===== config.mk =====
export PLATFORM = sky130hd
export DESIGN_NAME = id_scoreboard_flat
export DESIGN_NICKNAME = d
export VERILOG_FILES = /design/src/rtl/id_pkg.sv /design/src/rtl/id_scoreboard_if.sv /design/src/rtl/id_sb_counter.sv /design/src/rtl/id_scoreboard.sv /design/src/flat_wrapper.sv
export SDC_FILE = /design/constraint.sdc
export NUM_CORES = 1
export LEC_CHECK = 0
export ABC_CLOCK_PERIOD_IN_PS = 5900
export CAP_MARGIN = 10
export CORE_ASPECT_RATIO = 1.75
export CORE_UTILIZATION = 67
export CTS_BUF_LIST = sky130_fd_sc_hd__clkbuf_16
export CTS_CLUSTER_SIZE = 14
export DETAILED_ROUTE_END_ITERATION = 8
export GPL_TIMING_DRIVEN = 0
export PLACE_DENSITY = 0.88
export SLEW_MARGIN = 10
export SYNTH_ARGS = -nofsm -noshare
export SYNTH_HDL_FRONTEND = slang
export SYNTH_SLANG_ARGS = --single-unit

===== constraint.sdc =====
create_clock -name clk_i -period 5.9 [get_ports clk_i]
set_clock_uncertainty 0.15 [all_clocks]
set_input_delay 1.18 -clock clk_i [delete_from_list [all_inputs] [get_ports clk_i]]
set_output_delay 1.18 -clock clk_i [all_outputs]
set_load 0.02 [all_outputs]

===== src/rtl/id_pkg.sv =====
// Shared definitions for the integer-register write scoreboard.
package id_pkg;
  localparam int unsigned C_NREGS_DEF    = 32;
  localparam int unsigned C_MAX_PEND_DEF = 3;
  localparam int unsigned AW             = 5;
  localparam int unsigned CNT_W          = $clog2(C_MAX_PEND_DEF + 1);

  typedef logic [AW-1:0]    addr_t;
  typedef logic [CNT_W-1:0] cnt_t;

  // Number of writeback ports (0..2) retiring register a this cycle.
  function automatic logic [1:0] wb_hits(input addr_t a, input logic wa_wr, input addr_t wa,
                                         input logic wb_wr, input addr_t wb);
    return {1'b0, wa_wr && (wa == a)} + {1'b0, wb_wr && (wb == a)};
  endfunction
endpackage


===== src/rtl/id_scoreboard_if.sv =====
// Issue/writeback/status bundle between decode and the scoreboard.
interface id_scoreboard_if;
  import id_pkg::*;
  logic  issue_valid_i, issue_ready_o;
  logic  rs1_rd_i, rs2_rd_i;
  addr_t rs1_addr_i, rs2_addr_i;
  logic  rd_wr_i;
  addr_t rd_addr_i;
  logic  wb_a_wr_i, wb_b_wr_i;
  addr_t wb_a_addr_i, wb_b_addr_i;
  logic  flush_i;
  logic  hazard_o, busy_o, err_o;

  modport master (
    output issue_valid_i, rs1_rd_i, rs2_rd_i, rs1_addr_i, rs2_addr_i, rd_wr_i, rd_addr_i,
           wb_a_wr_i, wb_b_wr_i, wb_a_addr_i, wb_b_addr_i, flush_i,
    input  issue_ready_o, hazard_o, busy_o, err_o
  );
  modport slave (
    input  issue_valid_i, rs1_rd_i, rs2_rd_i, rs1_addr_i, rs2_addr_i, rd_wr_i, rd_addr_i,
           wb_a_wr_i, wb_b_wr_i, wb_a_addr_i, wb_b_addr_i, flush_i,
    output issue_ready_o, hazard_o, busy_o, err_o
  );
endinterface


===== src/rtl/id_sb_counter.sv =====
// Pending-write counter for one register: +inc, -dec (0..2), clear, saturating underflow flag.
module id_sb_counter #(
  parameter int unsigned CW = 2
) (
  input  logic          clk_i,
  input  logic          reset_i,
  input  logic          clk_en_i,
  input  logic          inc_i,
  input  logic [1:0]    dec_i,
  input  logic          clear_i,
  output logic [CW-1:0] cnt_o,
  output logic          uflow_o
);
  logic [CW-1:0] cnt_q, cnt_d;
  logic [CW+1:0] sum;

  always_comb begin
    sum     = (CW+2)'(cnt_q) + (CW+2)'(inc_i);
    cnt_d   = cnt_q;
    uflow_o = 1'b0;
    if (clear_i) begin
      cnt_d = '0;
    end else if (sum < (CW+2)'(dec_i)) begin
      cnt_d   = '0;
      uflow_o = 1'b1;
    end else begin
      cnt_d = CW'(sum - (CW+2)'(dec_i));
    end
  end

  always_ff @(posedge clk_i or posedge reset_i) begin
    if (reset_i)       cnt_q <= '0;
    else if (clk_en_i) cnt_q <= cnt_d;
  end

  assign cnt_o = cnt_q;
endmodule


===== src/rtl/id_scoreboard.sv =====
// Register write scoreboard: blocks issue on RAW hazards and full pending counters.
// Optional ID_SCOREBOARD_BYPASS_EN lets a source issue when all its pending writes retire this cycle.
module id_scoreboard
  import id_pkg::*;
#(
  parameter int unsigned C_NREGS    = C_NREGS_DEF,
  parameter int unsigned C_MAX_PEND = C_MAX_PEND_DEF
) (
  input  logic            clk_i,
  input  logic            reset_i,
  input  logic            clk_en_i,
  id_scoreboard_if.slave  sb
);
  localparam int unsigned CW = $clog2(C_MAX_PEND + 1);

  logic [CW-1:0]      cnt [C_NREGS];
  logic [C_NREGS-1:0] uflow, nz;
  logic               stall1, stall2, rd_full, ready, issue;
  logic               err_q, err_d;

  always_comb begin
`ifdef ID_SCOREBOARD_BYPASS_EN
    stall1 = sb.rs1_rd_i && (sb.rs1_addr_i != '0) &&
             (32'(cnt[sb.rs1_addr_i]) > 32'(wb_hits(sb.rs1_addr_i, sb.wb_a_wr_i, sb.wb_a_addr_i,
                                                    sb.wb_b_wr_i, sb.wb_b_addr_i)));
    stall2 = sb.rs2_rd_i && (sb.rs2_addr_i != '0) &&
             (32'(cnt[sb.rs2_addr_i]) > 32'(wb_hits(sb.rs2_addr_i, sb.wb_a_wr_i, sb.wb_a_addr_i,
                                                    sb.wb_b_wr_i, sb.wb_b_addr_i)));
`else
    stall1 = sb.rs1_rd_i && (sb.rs1_addr_i != '0) && (cnt[sb.rs1_addr_i] != '0);
    stall2 = sb.rs2_rd_i && (sb.rs2_addr_i != '0) && (cnt[sb.rs2_addr_i] != '0);
`endif
    rd_full = sb.rd_wr_i && (sb.rd_addr_i != '0) && (32'(cnt[sb.rd_addr_i]) >= C_MAX_PEND);
    ready   = !sb.flush_i && !stall1 && !stall2 && !rd_full;
    issue   = sb.issue_valid_i && ready && clk_en_i;
  end

  // x0 is never tracked: constant zero count, no counter instance.
  assign cnt[0]   = '0;
  assign uflow[0] = 1'b0;
  assign nz[0]    = 1'b0;

  for (genvar i = 1; i < C_NREGS; i++) begin : g_cnt
    logic       inc;
    logic [1:0] dec;
    assign inc = issue && sb.rd_wr_i && (sb.rd_addr_i == AW'(i));
    assign dec = wb_hits(AW'(i), sb.wb_a_wr_i, sb.wb_a_addr_i, sb.wb_b_wr_i, sb.wb_b_addr_i);
    id_sb_counter #(.CW(CW)) u_cnt (
      .clk_i    (clk_i),
      .reset_i  (reset_i),
      .clk_en_i (clk_en_i),
      .inc_i    (inc),
      .dec_i    (dec),
      .clear_i  (sb.flush_i),
      .cnt_o    (cnt[i]),
      .uflow_o  (uflow[i])
    );
    assign nz[i] = (cnt[i] != '0);
  end

  assign err_d = err_q | (|uflow);

  always_ff @(posedge clk_i or posedge reset_i) begin
    if (reset_i)       err_q <= 1'b0;
    else if (clk_en_i) err_q <= err_d;
  end

  assign sb.issue_ready_o = ready;
  assign sb.hazard_o      = sb.issue_valid_i && !ready;
  assign sb.busy_o        = |nz;
  assign sb.err_o         = err_q;
endmodule

===== src/flat_wrapper.sv =====
// flat-port wrapper written by rule: the top's interface ports become plain ports
module id_scoreboard_flat import id_pkg::*;
#(
  parameter int unsigned C_NREGS    = C_NREGS_DEF,
  parameter int unsigned C_MAX_PEND = C_MAX_PEND_DEF
)
  (clk_i, reset_i, clk_en_i, sb_issue_valid_i, sb_rs1_rd_i, sb_rs2_rd_i, sb_rs1_addr_i, sb_rs2_addr_i, sb_rd_wr_i, sb_rd_addr_i, sb_wb_a_wr_i, sb_wb_b_wr_i, sb_wb_a_addr_i, sb_wb_b_addr_i, sb_flush_i, sb_issue_ready_o, sb_hazard_o, sb_busy_o, sb_err_o);
  id_scoreboard_if sb_i ();
  input  logic clk_i;
  input  logic reset_i;
  input  logic clk_en_i;
  input wire logic [$bits(sb_i.issue_valid_i)-1:0] sb_issue_valid_i;
  input wire logic [$bits(sb_i.rs1_rd_i)-1:0] sb_rs1_rd_i;
  input wire logic [$bits(sb_i.rs2_rd_i)-1:0] sb_rs2_rd_i;
  input wire logic [$bits(sb_i.rs1_addr_i)-1:0] sb_rs1_addr_i;
  input wire logic [$bits(sb_i.rs2_addr_i)-1:0] sb_rs2_addr_i;
  input wire logic [$bits(sb_i.rd_wr_i)-1:0] sb_rd_wr_i;
  input wire logic [$bits(sb_i.rd_addr_i)-1:0] sb_rd_addr_i;
  input wire logic [$bits(sb_i.wb_a_wr_i)-1:0] sb_wb_a_wr_i;
  input wire logic [$bits(sb_i.wb_b_wr_i)-1:0] sb_wb_b_wr_i;
  input wire logic [$bits(sb_i.wb_a_addr_i)-1:0] sb_wb_a_addr_i;
  input wire logic [$bits(sb_i.wb_b_addr_i)-1:0] sb_wb_b_addr_i;
  input wire logic [$bits(sb_i.flush_i)-1:0] sb_flush_i;
  output wire logic [$bits(sb_i.issue_ready_o)-1:0] sb_issue_ready_o;
  output wire logic [$bits(sb_i.hazard_o)-1:0] sb_hazard_o;
  output wire logic [$bits(sb_i.busy_o)-1:0] sb_busy_o;
  output wire logic [$bits(sb_i.err_o)-1:0] sb_err_o;
  assign sb_i.issue_valid_i = sb_issue_valid_i;
  assign sb_i.rs1_rd_i = sb_rs1_rd_i;
  assign sb_i.rs2_rd_i = sb_rs2_rd_i;
  assign sb_i.rs1_addr_i = sb_rs1_addr_i;
  assign sb_i.rs2_addr_i = sb_rs2_addr_i;
  assign sb_i.rd_wr_i = sb_rd_wr_i;
  assign sb_i.rd_addr_i = sb_rd_addr_i;
  assign sb_i.wb_a_wr_i = sb_wb_a_wr_i;
  assign sb_i.wb_b_wr_i = sb_wb_b_wr_i;
  assign sb_i.wb_a_addr_i = sb_wb_a_addr_i;
  assign sb_i.wb_b_addr_i = sb_wb_b_addr_i;
  assign sb_i.flush_i = sb_flush_i;
  assign sb_issue_ready_o = sb_i.issue_ready_o;
  assign sb_hazard_o = sb_i.hazard_o;
  assign sb_busy_o = sb_i.busy_o;
  assign sb_err_o = sb_i.err_o;
  id_scoreboard #(.C_NREGS(C_NREGS), .C_MAX_PEND(C_MAX_PEND)) u_core (.clk_i(clk_i), .reset_i(reset_i), .clk_en_i(clk_en_i), .sb(sb_i));
endmodule

==> out/qor.csv, run 1 <==
stage;metric;value;unit
yosys;synth.distinct_cells;62;
routing;drc_errors;0;
setup_path;timing_worst_setup_path_type;input pin to flip-flop;
clock_network;cts_hold_buffers;0;
setup_path;worstPathMaxFanout;10;
yosys;synth-edff-count;0;
power;leakage;3.641;nW
yosys;synth.net_count;1029;
placed_design;place.gp.congestion;1.060;
clock_network;cts-root-buf;sky130_fd_sc_hd__clkbuf_16;
floorplan;floorplan.io_pins;39;
clock_network;clock_latency_late_sink;350;ps
clock_network;clock_tree.buffer_depth;2;
setup_path;cp.buffers_inverters;3;
floorplan;die_width;82.93;µm
yosys;synth.ff_latch_count;63;
timing;timing.setup.tns;0;ps
grt;grt_first_pass_wirelength;44300;µm
hold_path;hold_path.class;flip-flop to flip-flop;
floorplan;design.core.area;11170;µm²
setup_path;worst_ep_arrival_time;5920;ps
routing;routed-via-count;7650;
timing;max-slew-margin-rel;0.4462;
setup_path;critical_path_end_type;flip-flop;
routing;dr.first_iter.drc_count;901;
power;vdd_ir_drop_max;0.0001826;V
grt;largest_net_degree_at_the_start_of_global_routing;50;
yosys;dominantRegCellSynth;sky130_fd_sc_hd__dfrtp_1;
grt;number_of_antenna_violations_at_the_first_check_in_global_routing;0;
floorplan;floorplan.die_area;11910;µm²
run_status;outcome;completed;
timing;timing.final.crit_period;5855;ps
layout;post-route-cell-area;8586;µm²
grt;grt_overflow;0;
job;max_cap_viol_count;0;
timing;fmax;170.8;MHz
yosys;synthesis.instances;839;
layout;final_util;0.7689;
yosys;synth-seq-area-share;0.2053;
floorplan;initial_utilization;0.6876;
floorplan;rows;51;
clock_network;cts_buffers;9;
yosys;postSynthAreaPerCell;9.152;µm²
setup_path;start_kind;input pin;
timing;final-max-slew-violation-count;0;
routing;via_per_inst;7.478;
routing;drt_pass1_iterations;5;
power;power_per_cell_area;152.6;nW/µm²
clock_network;cts-htree-levels;3;
floorplan;dieHeight;143.6;µm
layout;area_growth_syn_to_fin;11.81;%
yosys;yosys_warnings;0;
timing;tightestPinTransition;830.7;ps
placed_design;dp.final_hpwl;22170;µm
setup_path;cell_breakdown_of_the_critical_path;clkdlybuf4s50_1, buf_4, and2_1, a22o_1, o21ai_0, a21oi_2, o2111ai_4, nor3_1, ha_1, inv_1, fa_1, o31a_1, nor4_2, nand4_1, nor2_1, o21bai_1;
routing;drt-total-wl;29120;µm
setup_path;critPathMaxStageDelay;610;ps
layout;drive_gt1_frac;0.06958;
yosys;syn-cell-area;7679;µm²
timing;finalCritPeriodShare;0.9923;
grt;all_layer_gr_usage;0.4999;
routing;antenna_violating_nets_remaining;0;
setup_path;path_delay_family;compound AO/OA/AOI/OAI gates;
grt;grt_pass1_vias;8094;
routing;wl_per_cell;28.46;µm
layout;antennaDiodeCount;0;
placed_design;detailed_place.area;8224;µm²
clock_network;cts_tree;built;
layout;finish.net_count;1076;
timing;final_hold_viol_count;0;
timing;setup_violations;0;
clock_network;cts.sink_count;63;
setup_path;worstPathRequired;5960;ps
timing;setup_repair_after_global_routing_missed_its_margin;no;
timing;fin_hold_ws;347.5;ps
clock_network;worst_setup_hold_path_clk_slew;70;ps
placed_design;placement.io_buffers;35;
setup_path;critical_path.slowest_cell;sky130_fd_sc_hd__clkdlybuf4s50_1;
yosys;async_flop_share;1.000;
==> path summary, 6_finish.rpt <==
check / startpoint / endpoint / slack (ps) / cells past startpoint
hold / removal: u_core.sb.err_o$_DFFE_PP0P_ / u_core.sb.err_o$_DFFE_PP0P_ / 350 / 1
max in group asynchronous: reset_i / u_core.g_cnt[2].u_cnt.cnt_o[0]$_DFFE_PP0P_ / 4080 / 3
min in group asynchronous: reset_i / u_core.g_cnt[14].u_cnt.cnt_o[0]$_DFFE_PP0P_ / 970 / 2
hold reg to reg: u_core.sb.err_o$_DFFE_PP0P_ / u_core.sb.err_o$_DFFE_PP0P_ / 350 / 1
setup reg to reg: u_core.g_cnt[14].u_cnt.cnt_o[0]$_DFFE_PP0P_ / u_core.sb.err_o$_DFFE_PP0P_ / 940 / 14
setup / recovery: sb_rs1_addr_i[0] / u_core.sb.err_o$_DFFE_PP0P_ / 50 / 16
==> logic make-up after synthesis <==
family | synth area share
XOR/XNOR | 0.03536
AO/OA/AOI/OAI | 0.1682
flip-flops | 0.2053
multiplexers | 0.06339
adder cells (fa/ha/maj) | 0.2829
buffers and inverters | 0.08962
AND/OR/NAND/NOR | 0.1553
==> worst register-to-register path, stage by stage (launching register included) <==
cell	delay, ps
sky130_fd_sc_hd__dfrtp_1	460
sky130_fd_sc_hd__nor2_1	490
sky130_fd_sc_hd__mux4_2	370
sky130_fd_sc_hd__o22ai_1	90
sky130_fd_sc_hd__a21oi_2	450
sky130_fd_sc_hd__o2111ai_4	330
sky130_fd_sc_hd__nor3_1	360
sky130_fd_sc_hd__ha_1	250
sky130_fd_sc_hd__inv_1	70
sky130_fd_sc_hd__fa_1	500
sky130_fd_sc_hd__o31a_1	350
sky130_fd_sc_hd__nor4_2	450
sky130_fd_sc_hd__nand4_1	240
sky130_fd_sc_hd__nor2_1	200
sky130_fd_sc_hd__o21bai_1	80
==> flip-flops by register name (all words and copies together), names as in the netlist <==
register and count:
u_core.g_cnt.u_cnt.cnt_o 62, u_core.sb.err_o 1
==> power breakdown <==
part	internal, W	switching, W	leakage, nW	total, W
Clock	0.000329	0.000229	0.145	0.000558
Combinational	0.000110	0.000188	2.62	0.000298
Sequential	0.000440	0.0000143	0.872	0.000454
Total	0.000879	0.000432	3.64	0.00131
==> cell usage after synthesis, drive strengths merged, types with 6 or more instances <==
cell     count  area (µm²)
o21ai       10       53.80
a21oi        6       30.03
mux2i       13       130.1
nand3       12       60.06
nand2       25       93.84
o2111ai      7       103.9
mux4        14       330.3
clkbuf      23       86.33
inv        129       484.2
nand4       12       75.07
xnor2       31       271.5
nand2b       6       37.54
buf         14       117.6
nor2b       11       68.82
ha         124        1551
o31a        32       280.3
nand3b       8       60.06
dfrtp       63        1577
nor4        10       62.56
nor3        41       210.2
fa          31       620.6
nor2       103       386.6
o32ai       62       543.0
==> what timing repair did <==
item | in CTS | in global routing
buffers inserted | 0 | 0
endpoints found under the setup margin | 0 | 1
resized for setup | 0 | 8
==> per-layer routing <==
layer  GRT usage  up-vias  part of all wire
met4      0.4873        0              0.12
met2      0.8197      607              0.46
met5           0        -                 0
li1            -     3129                 -
met1      0.5125     3647              0.31
met3      0.1292      267              0.11
==> cell type report <==
| cell class | count | area (µm²) |
|---|---|---|
| Clock buffer | 9 | 225.2 |
| Inverter | 129 | 486.7 |
| Timing Repair Buffer | 36 | 377.9 |
| Sequential cell | 63 | 1577 |
| Tap cell | 132 | 165.2 |
| Fill cell | 759 | 2581 |
| Clock inverter | 7 | 73.82 |
| Buffer | 37 | 205.2 |
| Multi-Input combinational cell | 610 | 5475 |
==> through the flow <==
| stage | instances | setup slack, ps | power [W] |
|---|---|---|---|
| final | 1023 | 45.27 | 0.001311 |
| after detailed placement | 1007 | -303.2 | 0.0007403 |
| after floorplan | 839 | 1290 | 0.0006224 |
| after global routing | 1023 | 47.49 | 0.001339 |
| after CTS | 1023 | 67.12 | 0.001287 |
| after global placement | 1006 | -278.7 | 0.0007286 |
==> cells in the final DEF (no fill, tap or decap), types with 6 or more instances in the layout <==
master / n
sky130_fd_sc_hd__inv_1: 129
sky130_fd_sc_hd__ha_1: 124
sky130_fd_sc_hd__nor2_1: 103
sky130_fd_sc_hd__dfrtp_1: 63
sky130_fd_sc_hd__o32ai_1: 62
sky130_fd_sc_hd__nor3_1: 40
sky130_fd_sc_hd__clkdlybuf4s50_1: 35
sky130_fd_sc_hd__o31a_1: 32
sky130_fd_sc_hd__xnor2_1: 31
sky130_fd_sc_hd__fa_1: 31
sky130_fd_sc_hd__nand2_1: 25
sky130_fd_sc_hd__clkbuf_1: 23
sky130_fd_sc_hd__mux2i_1: 13
sky130_fd_sc_hd__nand4_1: 12
sky130_fd_sc_hd__nand3_1: 12
sky130_fd_sc_hd__nor2b_1: 11
sky130_fd_sc_hd__mux4_2: 10
sky130_fd_sc_hd__o21ai_0: 9
sky130_fd_sc_hd__clkbuf_16: 9
sky130_fd_sc_hd__nand3b_1: 8
sky130_fd_sc_hd__nor4_1: 8
sky130_fd_sc_hd__buf_2: 6
sky130_fd_sc_hd__nand2b_1: 6
(Power assumes the default switching activity.)
==> run 2, diff against run 1 <==
CORE_UTILIZATION = 70   (was 67)
DONT_BUFFER_PORTS = 1   (was default)
PLACE_DENSITY = 0.86   (was 0.88)
==> run 2 against run 1 <==
Against the previous run:
- cell count is 3.6% lower
- sequential power hardly changed
- clock power is essentially flat
- combinational power fell by 12%
- utilization decreased by 0.51 points
- setup slack gained 120 ps
- sequential cell count unchanged
- first-iteration DRC count rose by 8.9%
- critical path type unchanged
- highest routed layer unchanged
==> out/qor.csv, run 2 (synthesis gave the netlist of run 1 again) <==
stage;metric;value;unit
setup_path;rr_startpoint;u_core.g_cnt[12].u_cnt.cnt_o[0]$_DFFE_PP0P_;
routing;antenna_violating_nets_remaining;0;
layout;finish.net_count;1041;
setup_path;regToRegSetupSlack;670;ps
grt;grt_overflow;0;
layout;final_util;0.7637;
clock_network;cts_buffers;9;
timing;max-slew-margin-rel;0.3709;
clock_network;cts-root-buf;sky130_fd_sc_hd__clkbuf_16;
setup_path;worst_ep_arrival_time;5790;ps
routing;wl_per_cell;28.72;µm
grt;all_layer_gr_usage;0.5287;
clock_network;cts_repair_resize_count;0;
layout;area_growth_syn_to_fin;6.404;%
hold_path;min_path_cells;2;
grt;largest_net_degree_at_the_start_of_global_routing;52;
run_status;outcome;completed;
timing;fmax;174.5;MHz
clock_network;cts-htree-levels;3;
routing;drt-total-wl;28320;µm
grt;number_of_antenna_violations_at_the_first_check_in_global_routing;0;
routing;routed-via-count;7470;
clock_network;cts_post_setup_buffers_inserted;0;
setup_path;worstPathMaxFanout;10;
power;power_per_cell_area;155.6;nW/µm²
timing;final-max-slew-violation-count;0;
layout;largest_reg_flops;62;
timing;finalCritPeriodShare;0.9714;
timing;timing.setup.tns;0;ps
setup_path;start_kind;input pin;
layout;antennaDiodeCount;0;
setup_path;worstPathRequired;5960;ps
timing;timing.final.crit_period;5731;ps
timing;final_hold_viol_count;0;
timing;setup_repair_after_global_routing_missed_its_margin;no;
routing;drt_pass1_iterations;8;
layout;most_common_cell_after_layout_fill_and_taps_aside;sky130_fd_sc_hd__inv_1;
placed_design;dp.final_hpwl;21170;µm
floorplan;initial_utilization;0.7178;
setup_path;reg2reg_to;u_core.sb.err_o$_DFFE_PP0P_;
power;leakage;3.501;nW
timing;setup_violations;0;
grt;grt_first_pass_wirelength;43190;µm
clock_network;worst_setup_hold_path_clk_slew;70;ps
setup_path;timing_worst_setup_path_type;input pin to flip-flop;
clock_network;cts_hold_buffers;0;
floorplan;die_width;81.17;µm
power;power;0.001271;W
hold_path;hold_end;u_core.g_cnt[30].u_cnt.cnt_o[0]$_DFFE_PP0P_;
setup_path;critical_path_end_type;flip-flop;
placed_design;detailed_place.area;7871;µm²
clock_network;cts.sink_count;63;
power;vdd_ir_drop_max;0.0001542;V
floorplan;rows;50;
clock_network;cts_tree;built;
layout;fillerInstances;720;
floorplan;dieHeight;140.6;µm
layout;post-route-cell-area;8170;µm²
floorplan;floorplan.io_pins;39;
clock_network;clock_latency_late_sink;350;ps
floorplan;design.core.area;10700;µm²
clock_network;clock_tree.buffer_depth;2;
hold_path;hold_path.class;flip-flop to flip-flop;
placed_design;placement.io_buffers;0;
routing;via_per_inst;7.576;
hold_path;holdCritStartpoint;u_core.g_cnt[30].u_cnt.cnt_o[0]$_DFFE_PP0P_;
floorplan;floorplan.die_area;11410;µm²
placed_design;place.gp.congestion;1.131;
grt;grt_pass1_vias;7991;
routing;drc_errors;0;
timing;tightestPinTransition;943.7;ps
routing;dr.first_iter.drc_count;981;
layout;drive_gt1_frac;0.06776;
layout;final_cell_mix;sky130_fd_sc_hd__inv_1 (129), sky130_fd_sc_hd__ha_1 (124), sky130_fd_sc_hd__nor2_1 (103);
setup_path;worst_r2r_path_depth;14;
job;max_cap_viol_count;0;
[run 2: cell type report]
class | count | area (µm²) | share of cell area
timing repair buffer | 1 | 27.53 | 0.003369
sequential | 63 | 1577 | 0.1930
multi-input combinational | 610 | 5414 | 0.6626
tap | 130 | 162.7 | 0.01991
clock buffer | 9 | 225.2 | 0.02757
inverter | 129 | 486.7 | 0.05957
clock inverter | 7 | 73.82 | 0.009035
buffer | 37 | 203.9 | 0.02496
[run 2: worst max-delay path, stage by stage]
cell,delay [ps]
sky130_fd_sc_hd__buf_1,480
sky130_fd_sc_hd__clkbuf_1,550
sky130_fd_sc_hd__nand3b_1,230
sky130_fd_sc_hd__o2111ai_4,170
sky130_fd_sc_hd__o2111ai_2,460
sky130_fd_sc_hd__nor3_1,470
sky130_fd_sc_hd__ha_1,240
sky130_fd_sc_hd__inv_1,60
sky130_fd_sc_hd__fa_1,500
sky130_fd_sc_hd__o31a_1,350
sky130_fd_sc_hd__nor4_1,460
sky130_fd_sc_hd__nand4_1,340
sky130_fd_sc_hd__nor2_1,220
sky130_fd_sc_hd__o21bai_1,80
[run 2: power breakdown]
group          switching (W)  total [W]  internal [W]
logic               0.000178   0.000262     0.0000839
registers          0.0000119   0.000452      0.000440
clock network       0.000229   0.000558      0.000329
total               0.000419    0.00127      0.000853
[run 2: per-layer routing]
| metal | routed length [µm] | up-vias | part of all wire | GRT usage |
|---|---|---|---|---|
| li1 | - | 3055 | - | - |
| met1 | 8948 | 3551 | 0.32 | 0.5590 |
| met2 | 12790 | 614 | 0.45 | 0.7846 |
| met3 | 3455 | 250 | 0.12 | 0.2104 |
| met4 | 3124 | 0 | 0.11 | 0.4812 |
| met5 | 0 | - | 0 | 0 |
[run 2: metrics by stage]
stage / worst slack (ps) / hold slack (ps) / instances
CTS: 487.9 / 438.7 / 986
global placement: 112.8 / 409.9 / 969
detailed placement: 152.7 / 428.7 / 970
finish: 168.8 / 441.4 / 986
floorplan: 1290 / 387.6 / 839
global route: 155.2 / 469.7 / 986
[run 2: how the worst max path moves through the flow]
stage / from / to / slack [ps] / depth (start not counted)
2_1_floorplan: sb_rs2_addr_i[0] / u_core.sb.err_o$_DFFE_PP0P_ / 1290 / 15
3_3_place_gp: sb_rd_addr_i[2] / u_core.sb.err_o$_DFFE_PP0P_ / 110 / 14
3_5_place_dp: sb_rd_addr_i[2] / u_core.sb.err_o$_DFFE_PP0P_ / 150 / 14
4_1_cts: sb_rd_addr_i[2] / u_core.sb.err_o$_DFFE_PP0P_ / 490 / 14
5_1_grt: sb_rs1_addr_i[1] / u_core.sb.err_o$_DFFE_PP0P_ / 160 / 15
6_report: sb_rd_addr_i[2] / u_core.sb.err_o$_DFFE_PP0P_ / 170 / 14
